**src/rtl/perf_monitor.sv**
```systemverilog
// rtl/perf_monitor.sv - pipeline performance counters with cycle-limit halt and registered read port
module perf_monitor #(
  parameter int unsigned CYCLE_LIMIT = 30,
  parameter int unsigned CNT_W       = 32
) (
  input  logic             clk_i,
  input  logic             rst_i,
  input  logic             start_i,
  input  logic             stall_i,
  input  logic             jump_i,
  input  logic             branch_i,
  input  logic             branch_eq_i,
  input  logic [31:0]      pc_i,
  input  logic             clr_i,
  input  logic             rd_req_i,
  input  logic [2:0]       rd_addr_i,
  output logic [CNT_W-1:0] rd_data_o,
  output logic             rd_valid_o,
  output logic             halt_o
);

  typedef enum logic [1:0] {
    IDLE = 2'd0,
    RUN  = 2'd1,
    HALT = 2'd2
  } state_t;

  state_t           state, state_nxt;
  logic [CNT_W-1:0] cycle_cnt, stall_cnt, flush_cnt;
  logic [31:0]      last_pc;
  logic [CNT_W-1:0] cycle_inc, stall_inc, flush_inc;
  logic [CNT_W-1:0] rd_mux;
  logic             stall_hit, flush_hit, limit_hit;

  // A stall is only counted when no redirect is decoded in the same cycle
  assign stall_hit = stall_i & ~jump_i & ~branch_i;
  assign flush_hit = (branch_i & branch_eq_i) | jump_i;

  // Saturating increments: counters stick at all-ones instead of wrapping
  assign cycle_inc = (&cycle_cnt) ? cycle_cnt : cycle_cnt + CNT_W'(1);
  assign stall_inc = (&stall_cnt) ? stall_cnt : stall_cnt + CNT_W'(1);
  assign flush_inc = (&flush_cnt) ? flush_cnt : flush_cnt + CNT_W'(1);

  // Compare in a widened domain so a narrow counter can never alias the limit
  assign limit_hit = ({{32{1'b0}}, cycle_inc} == {{CNT_W{1'b0}}, CYCLE_LIMIT});

  // Next-state logic; clear overrides everything and returns to IDLE
  always_comb begin
    state_nxt = state;
    case (state)
      IDLE:    if (start_i) state_nxt = RUN;
      RUN: begin
        if (limit_hit)     state_nxt = HALT;
        else if (!start_i) state_nxt = IDLE;
      end
      HALT:    state_nxt = HALT;
      default: state_nxt = IDLE;
    endcase
    if (clr_i) state_nxt = IDLE;
  end

  // State register and registered halt flag tracking the HALT state
  always_ff @(posedge clk_i or posedge rst_i) begin
    if (rst_i) begin
      state  <= IDLE;
      halt_o <= 1'b0;
    end else begin
      state  <= state_nxt;
      halt_o <= (state_nxt == HALT);
    end
  end

  // Event counters and last PC: advance only while running, clear has priority
  always_ff @(posedge clk_i or posedge rst_i) begin
    if (rst_i) begin
      cycle_cnt <= '0;
      stall_cnt <= '0;
      flush_cnt <= '0;
      last_pc   <= '0;
    end else if (clr_i) begin
      cycle_cnt <= '0;
      stall_cnt <= '0;
      flush_cnt <= '0;
      last_pc   <= '0;
    end else if (state == RUN) begin
      cycle_cnt <= cycle_inc;
      if (stall_hit) stall_cnt <= stall_inc;
      if (flush_hit) flush_cnt <= flush_inc;
      last_pc <= pc_i;
    end
  end

  // Read mux over the current (pre-update) register values
  always_comb begin
    rd_mux = '0;
    case (rd_addr_i)
      3'd0:    rd_mux = cycle_cnt;
      3'd1:    rd_mux = stall_cnt;
      3'd2:    rd_mux = flush_cnt;
      3'd3:    rd_mux = CNT_W'(last_pc);
      3'd4:    rd_mux = CNT_W'({halt_o, state == RUN, state == IDLE});
      default: rd_mux = '0;
    endcase
  end

  // One-cycle read response; data holds between requests
  always_ff @(posedge clk_i or posedge rst_i) begin
    if (rst_i) begin
      rd_data_o  <= '0;
      rd_valid_o <= 1'b0;
    end else begin
      rd_valid_o <= rd_req_i;
      if (rd_req_i) rd_data_o <= rd_mux;
    end
  end

endmodule

```
**config.mk**
```make
export PLATFORM = sky130hd
export DESIGN_NAME = perf_monitor
export DESIGN_NICKNAME = d
export VERILOG_FILES = /design/src/rtl/perf_monitor.sv
export SDC_FILE = /design/constraint.sdc
export NUM_CORES = 1
export LEC_CHECK = 0
export BUFFER_PORTS_ARGS = -buffer_cell sky130_fd_sc_hd__buf_2
export CAP_MARGIN = 40
export CORE_MARGIN = 3
export CORE_UTILIZATION = 59
export DETAILED_ROUTE_END_ITERATION = 12
export GPL_TIMING_DRIVEN = 0
export PLACE_DENSITY = 0.84
export RECOVER_POWER = 100
export SLEW_MARGIN = 20
export SYNTH_ARGS = -nofsm -noshare
export SYNTH_HDL_FRONTEND = slang
export SYNTH_SLANG_ARGS = --single-unit
export TNS_END_PERCENT = 100
```
**constraint.sdc**
```tcl
create_clock -name clk_i -period 5.19 [get_ports clk_i]
set_input_delay 0.2595 -clock clk_i [delete_from_list [all_inputs] [get_ports clk_i]]
set_output_delay 0.2595 -clock clk_i [all_outputs]
set_load 0.05 [all_outputs]
```
==> metrics.md, run 1 <==
| Metric | Value |
|---|---|
| Latest clock arrival within the worst-skew pair | 0.43 ns |
| Clk buf depth | 2 |
| CTS Hold Buffers Added | 2 |
| R2R Path Start | cycle_cnt[0]$_DFFE_PP0P_ |
| Core Area | 14200 um^2 |
| Final Cell Area | 9890 um^2 |
| FF+latch count, synth | 164 |
| Nets | 1103 |
| FFs w/ async S/R, synth | 100% |
| Worst min-delay path startpoint | pc_i[25] |
| Hold Crit Depth | 3 |
| Leakage | 4.03 nW |
| All-Layer GR Usage | 30.7% |
| Io pins | 78 |
| Worst-margin pin slew | 2.58 ns |
| Min-Delay Path Class | input pin to flop |
| Row Count | 43 |
| Synthesized area | 8760 um^2 |
| Root Buffer | clkbuf_16 |
| Die Y | 128 um |
| Synth unique cells | 64 |
| Pin count of the biggest net entering global routing | 108 |
| Max IR drop VDD | 0.000242 V |
| Worst-path maximum fanout | 10 |
| Vias in the first global route | 7451 |
| Syn Area/Cell | 9.13 um^2 |
| Synth warnings | 0 |
| Initial antenna violation count | 0 |
| Predominant post-synthesis flop cell | dfrtp_1 |
| Antenna viol nets, final | 0 |
| Gpl congestion | 0.953 |
| Critical Path Source | cycle_cnt[0]$_DFFE_PP0P_ |
| Wirelength per Cell | 19.6 um |
| CP endpoint kind | flop |
| Most frequent cells in the layout | dfrtp_1 (164), nor2_1 (112), nand2_1 (108) |
| Syn nets | 1006 |
| Share of cells above drive strength 1 | 9.47% |
| Final hold slack | 0.0580 ns |
| Commonest non-fill, non-tap cell in the layout | dfrtp_1 |
| Initial Util | 61.7% |
| Layout area overhead | 12.9% |
| Via count | 7836 |
| Slew Limit Fails | 58 |
| WP data arrival | 4.10 ns |
| Status | complete, but fails checks |
| EDFF count, synth | 0 |
| RSZ-0062 raised after global routing | no |
| I/O Buffers | 75 |
| Worst slew margin | -72.9% |
| Max-cap viol count | 1 |
| CTS tree | yes |
| CP Launch Type | flop |
| R2R Setup Slk | 1.46 ns |
| Post-synthesis cell count | 959 |
| Drt initial violations | 993 |
| # DRC | 0 |
| Failing checks | max-capacitance violations, max-slew violations |
| Setup violators final | 0 |
| Hpwl dp | 17500 um |
| CTS clk-pin slew, worst paths | 0.06 ns |
| Final Critical Period | 3.73 ns |
| Die Area | 16300 um^2 |
| Post-CTS Setup Repair Bufs | 0 |
| Final Cycle Share | 71.9% |
| Fmax | 0.268 GHz |
| Worst r2r path cells | 9 |
| Chip width | 128 um |
| Post-synthesis sequential area ratio | 46.9% |
| Grt total ovfl | 0 |
| Crit path kind | flop to flop |
| Placed Instance Area | 9390 um^2 |
| Cell Pwr Density | 273 nW/um^2 |
| Final Hold Viols | 0 |
| Gates resized, CTS repair | 0 |
| Final wirelength | 24400 um |
| H-tree levels | 4 |
| WP data required | 5.56 ns |
| Clock skew | 0.00653 ns |
| Clock Sinks | 164 |
| First-pass GRT wire length | 39100 um |
| Vias per cell | 6.28 |
| Drt pass-1 iters | 9 |
| CTS Buf Count | 17 |
| ANT cells | 0 |
-- cells by family (layout without fill, tap and decap cells) --
kind of cell	after synthesis	after routing	synth area share [%]
AND/OR/NAND/NOR	396	396	22.5
multiplexers	10	10	1.20
flip-flops	164	164	46.9
buffers and inverters	112	220	5.09
adder cells (fa/ha/maj)	3	3	0.429
XOR/XNOR	86	86	8.60
AO/OA/AOI/OAI	188	188	15.3
-- per-layer routing --
| metal | vias to the layer above | routed length (um) | GRT usage, % |
|---|---|---|---|
| li1 | 3575 | - | - |
| met4 | 0 | 602 | 10.6 |
| met5 | - | 0 | 0 |
| met1 | 3797 | 9950 | 42.5 |
| met2 | 406 | 11600 | 48.0 |
| met3 | 58 | 2270 | 7.04 |
-- synthesized netlist by cell type (all sizes together), types with 18 or more instances --
cell type	count	area share, %
nor3	18	1.2
nand3	43	2.6
a21oi	49	2.8
xor2	50	5.0
a22o	29	2.9
buf	19	1.1
and3	18	1.3
nor2	112	4.8
dfrtp	164	47
nand4	31	2.4
inv	49	2.1
a221oi	30	3.0
o22ai	33	2.4
xnor2	36	3.6
nand2	108	4.6
clkbuf	44	1.9
-- stage by stage --
step / power, mW / instances / TNS [ns] / setup slack [ns] / utilization [%]
after CTS: 2.71 / 1247 / 0 / 1.95 / 70.3
after detailed placement: 1.50 / 1215 / 0 / 1.98 / 66.1
after floorplan: 1.43 / 959 / 0 / 0.497 / -
after global placement: 1.49 / 1214 / -200.98 / -1.24 / 65.9
after global routing: 2.79 / 1247 / 0 / 1.12 / 69.6
final: 2.70 / 1247 / 0 / 1.46 / 69.6
-- report_power, final --
part	internal, mW	total (mW)	leakage (nW)	switching [mW]
clock network	0.725	1.23	0.271	0.502
registers	1.30	1.31	2.27	0.0130
logic	0.0425	0.169	1.49	0.126
total	2.06	2.70	4.03	0.642
-- worst paths after layout --
| kind | end |
|---|---|
| max in group asynchronous | rd_data_o[27]$_DFFE_PP0P_ |
| max reg2reg | halt_o$_DFF_PP0_ |
| min | last_pc[25]$_DFFE_PP0P_ |
| min reg2reg | last_pc[23]$_DFFE_PP0P_ |
| min in group asynchronous | cycle_cnt[10]$_DFFE_PP0P_ |
| max | halt_o$_DFF_PP0_ |
-- sequential cells by signal, indices dropped and copies added (netlist names) --
| signal | cells |
|---|---|
| cycle_cnt | 32 |
| flush_cnt | 32 |
| halt_o | 1 |
| last_pc | 32 |
| rd_data_o | 32 |
| rd_valid_o | 1 |
| stall_cnt | 32 |
| state | 2 |
-- critical path, stage by stage, from the launching register on --
cell and delay, ns:
dfrtp_1 0.50, ha_1 0.30, nand4_1 0.16, nor3_1 0.85
nand3b_1 0.28, mux2_1 0.41, a2111oi_4 0.27, nand4_1 0.31
nor4_1 0.40, o21ba_2 0.20
-- layout make-up --
type | count | area (um^2)
Tap cell | 180 | 225
Clock inverter | 9 | 106
Fill cell | 1139 | 4310
Inverter | 49 | 185
Clock buffer | 21 | 460
Sequential cell | 164 | 4100
Timing Repair Buffer | 78 | 378
Buffer | 63 | 259
Multi-Input combinational cell | 683 | 4170
(Power assumes the default switching activity.)
==> run 2, diff against run 1 <==
--- a/config.mk
+++ b/config.mk
@@ -5,6 +5,7 @@
 export SDC_FILE = /design/constraint.sdc
 export NUM_CORES = 1
 export LEC_CHECK = 0
+export ABC_AREA = 1
 export BUFFER_PORTS_ARGS = -buffer_cell sky130_fd_sc_hd__buf_2
 export CAP_MARGIN = 40
 export CORE_MARGIN = 3
==> constraint.sdc (replaced) <==
create_clock -name clk_i -period 3.66 [get_ports clk_i]
set_input_delay 0.183 -clock clk_i [delete_from_list [all_inputs] [get_ports clk_i]]
set_output_delay 0.183 -clock clk_i [all_outputs]
set_load 0.05 [all_outputs]
==> run 2 against run 1 <==
The run ends with max-capacitance violations left; hold slack worse by 0.045 ns; global-route usage up 8.3 points; total power up 46%; cell count up 40%; critical endpoint is now state[1]$_DFF_PP0_.
==> metrics.md, run 2 <==
| Metric | Value |
|---|---|
| Slew Limit Fails | 0 (-100%) |
| Most frequent cell after synthesis | nand2_1 |
| Fmax | 0.316 GHz (+18%) |
| Grt total ovfl | 0 (unchanged) |
| CP endpoint kind | flop |
| Area leader, netlist | dfrtp_1 |
| Cell Pwr Density | 351 nW/um^2 (+28%) |
| Drt initial violations | 1543 (+55%) |
| Initial Util | 60.7% (-0.97 points) |
| CTS clk-pin slew, worst paths | 0.07 ns (about the same) |
| First-pass GRT wire length | 54200 um (+39%) |
| EDFF count, synth | 0 (unchanged) |
| Commonest non-fill, non-tap cell in the layout | nand2_1 |
| Finished Core Util | 70.1% (+0.51 points) |
| Chip width | 134 um (+5.0%) |
| H-tree levels | 4 (unchanged) |
| Via count | 10700 (+36%) |
| # DRC | 0 (unchanged) |
| Setup violators final | 0 (unchanged) |
| Row Count | 46 (+7.0%) |
| Syn nets | 1434 (+43%) |
| Top-area cell type share of the netlist area | 42.3% (-4.6 points) |
| WP data arrival | 3.54 ns (-0.56 ns) |
| Post-synthesis sequential area ratio | 42.3% (-4.6 points) |
| Final Cycle Share | 86.5% (+15 points) |
| Min-Delay Path Class | input pin to flop |
| RSZ-0062 raised after global routing | no |
| Gpl congestion | 1.10 (+15%) |
| Max-cap viol count | 1 (unchanged) |
| Synth unique cells | 42 (-34%) |
| Final Critical Period | 3.17 ns (-0.565 ns) |
| Leakage | 4.76 nW (+18%) |
| Filler instances | 1400 (+23%) |
| Wirelength per Cell | 19.8 um (+1.3%) |
| FFs w/ async S/R, synth | 100% (unchanged) |
| Root Buffer | clkbuf_16 |
| Clk buf depth | 2 (unchanged) |
| Io pins | 78 (unchanged) |
| Final wirelength | 34700 um (+42%) |
| Failing checks | max-capacitance violations |
| I/O Buffers | 76 (+1.3%) |
| Max IR drop VDD | 0.000405 V (+68%) |
| Synthesized area | 9710 um^2 (+11%) |
| Pin count of the biggest net entering global routing | 34 (-69%) |
| CP Launch Type | flop |
| Nets | 1569 (+42%) |
| Status | complete, but fails checks |
| Initial antenna violation count | 0 (unchanged) |
| All-Layer GR Usage | 39.0% (+8.3 points) |
| Clock Sinks | 164 (unchanged) |
| Largest cells by area after synthesis | dfrtp_1 (42%), nand2_1 (17%), nor2_1 (6.7%) |
| Share of cells above drive strength 1 | 6.78% (-2.7 points) |
| CTS tree | yes |
| FF+latch count, synth | 164 (unchanged) |
| Setup TNS | 0 ns (unchanged) |
| Crit path kind | flop to flop |
| Clock skew | 0.00842 ns (+0.00189 ns) |
| WP data required | 4.03 ns (-1.53 ns) |
| Worst slew margin | 0.654% (+74 points) |
| Final Hold Viols | 0 (unchanged) |
| Vias per cell | 6.11 (-2.8%) |
| Die Area | 18000 um^2 (+10%) |
| Most frequent cells after synthesis | nand2_1 (449), nor2_1 (173), dfrtp_1 (164) |
| Post-synthesis cell count | 1387 (+45%) |
| ANT cells | 0 (unchanged) |
| Syn Area/Cell | 7.00 um^2 (-23%) |
| Antenna viol nets, final | 0 (unchanged) |
| Most frequent cells in the layout | nand2_1 (452), nor2_1 (175), dfrtp_1 (164) |
| Drt pass-1 iters | 7 (-2) |
| Synth warnings | 0 (unchanged) |
| Predominant post-synthesis flop cell | dfrtp_1 |
| CTS Buf Count | 17 (unchanged) |
| Layout area overhead | 15.6% |
| Hpwl dp | 25600 um (+46%) |
| Worst-path maximum fanout | 10 (unchanged) |
| Gates resized, CTS repair | 0 (unchanged) |
| Core Area | 16000 um^2 (+13%) |
| Worst-margin pin slew | 1.49 ns (-1.09 ns) |
| Die Y | 134 um (+5.0%) |
| Latest clock arrival within the worst-skew pair | 0.44 ns (about the same) |
| Vias in the first global route | 10300 (+38%) |
==> run 2: cell types whose count changed after synthesis, sizes merged, moves of 33 or more <==
cell   previous run  this run
nand2           108       457
o21ai            13       107
nand3            43       119
nor2            112       179
inv              49       107
a21oi            49        16
==> run 2: timing repair <==
action,in CTS,in global routing
endpoints found under the hold margin,39,0
hold buffers,34,0
setup buffers,0,0
==> run 2: critical path, cell delays in order (launching register included) <==
cell	delay [ns]
dfrtp_1	0.46
ha_1	0.34
inv_1	0.10
nor2_1	0.12
nand2_4	0.15
nor2_8	0.07
nand2_4	0.11
clkinvlp_2	0.45
buf_6	0.34
nor2_1	0.17
nand2_1	0.08
nor2_1	0.16
nand3_1	0.16
nor2_1	0.19
nand2_1	0.09
nand2_1	0.09
==> run 2: area by class of cell <==
| class | count | area, um^2 | area share (%) |
|---|---|---|---|
| plain buffers | 52 | 219 | 1.95 |
| clock buffers | 17 | 425 | 3.79 |
| clock inverters | 15 | 148 | 1.32 |
| inverters | 112 | 423 | 3.77 |
| multi-input cells | 1059 | 4920 | 43.8 |
| flip-flops and latches | 164 | 4100 | 36.6 |
| well taps | 216 | 270 | 2.41 |
| repair buffers | 116 | 716 | 6.38 |
==> run 2: kinds of logic (layout without fill, tap and decap cells) <==
family	Yosys count	count (layout)	share of synthesized area, %
buffers and inverters	164	312	6.70
adders and majority gates	3	3	0.387
DFF	164	164	42.3
xor gates and xnor gates	31	31	2.80
AOI/OAI and AO/OA	191	191	11.5
and+or+nand+nor	834	834	36.4
==> run 2: worst paths after layout <==
check | slack (ns) | from | cells after the start | endpoint
max in group asynchronous | 0.90 | rst_i | 6 | last_pc[22]$_DFFE_PP0P_
max reg2reg | 0.49 | cycle_cnt[0]$_DFFE_PP0P_ | 15 | state[1]$_DFF_PP0_
min in group asynchronous | 0.26 | rst_i | 3 | cycle_cnt[12]$_DFFE_PP0P_
min | 0.01 | pc_i[1] | 3 | last_pc[1]$_DFFE_PP0P_
max | 0.49 | cycle_cnt[0]$_DFFE_PP0P_ | 15 | state[1]$_DFF_PP0_
min reg2reg | 0.48 | rd_data_o[6]$_DFFE_PP0P_ | 2 | rd_data_o[6]$_DFFE_PP0P_
==> run 2: metal layers <==
layer  global-route usage [%]  routed length, um  vias to the layer above  part of all wire [%]
met2                     61.0              15600                      718                    45
met5                        0                  0                        -                     0
met3                     7.88               3780                      167                    11
li1                         -                  -                     4830                     -
met4                     20.8               2160                        0                   6.2
met1                     51.3              13200                     4977                    38
==> run 2: stage by stage <==
step | instances | cell area, um^2 | power, mW | setup WS (ns) | hold WS [ns]
5_1_grt | 1751 | 11200 | 4.03 | 0.382 | 0.0180
3_5_place_dp | 1685 | 10500 | 2.17 | 1.05 | 0.204
4_1_cts | 1751 | 11400 | 3.94 | 1.03 | 0.00347
6_report | 1751 | 11200 | 3.94 | 0.494 | 0.0130
2_1_floorplan | 1387 | 9710 | 2.04 | 1.39 | 0.214
3_3_place_gp | 1679 | 10400 | 2.14 | 0.365 | 0.343
==> run 2: power breakdown <==
part	internal [mW]	leakage [nW]	total, mW	switching, mW
sequential	1.84	2.27	1.86	0.0198
clock	0.957	0.272	1.78	0.825
combinational	0.0791	2.22	0.297	0.217
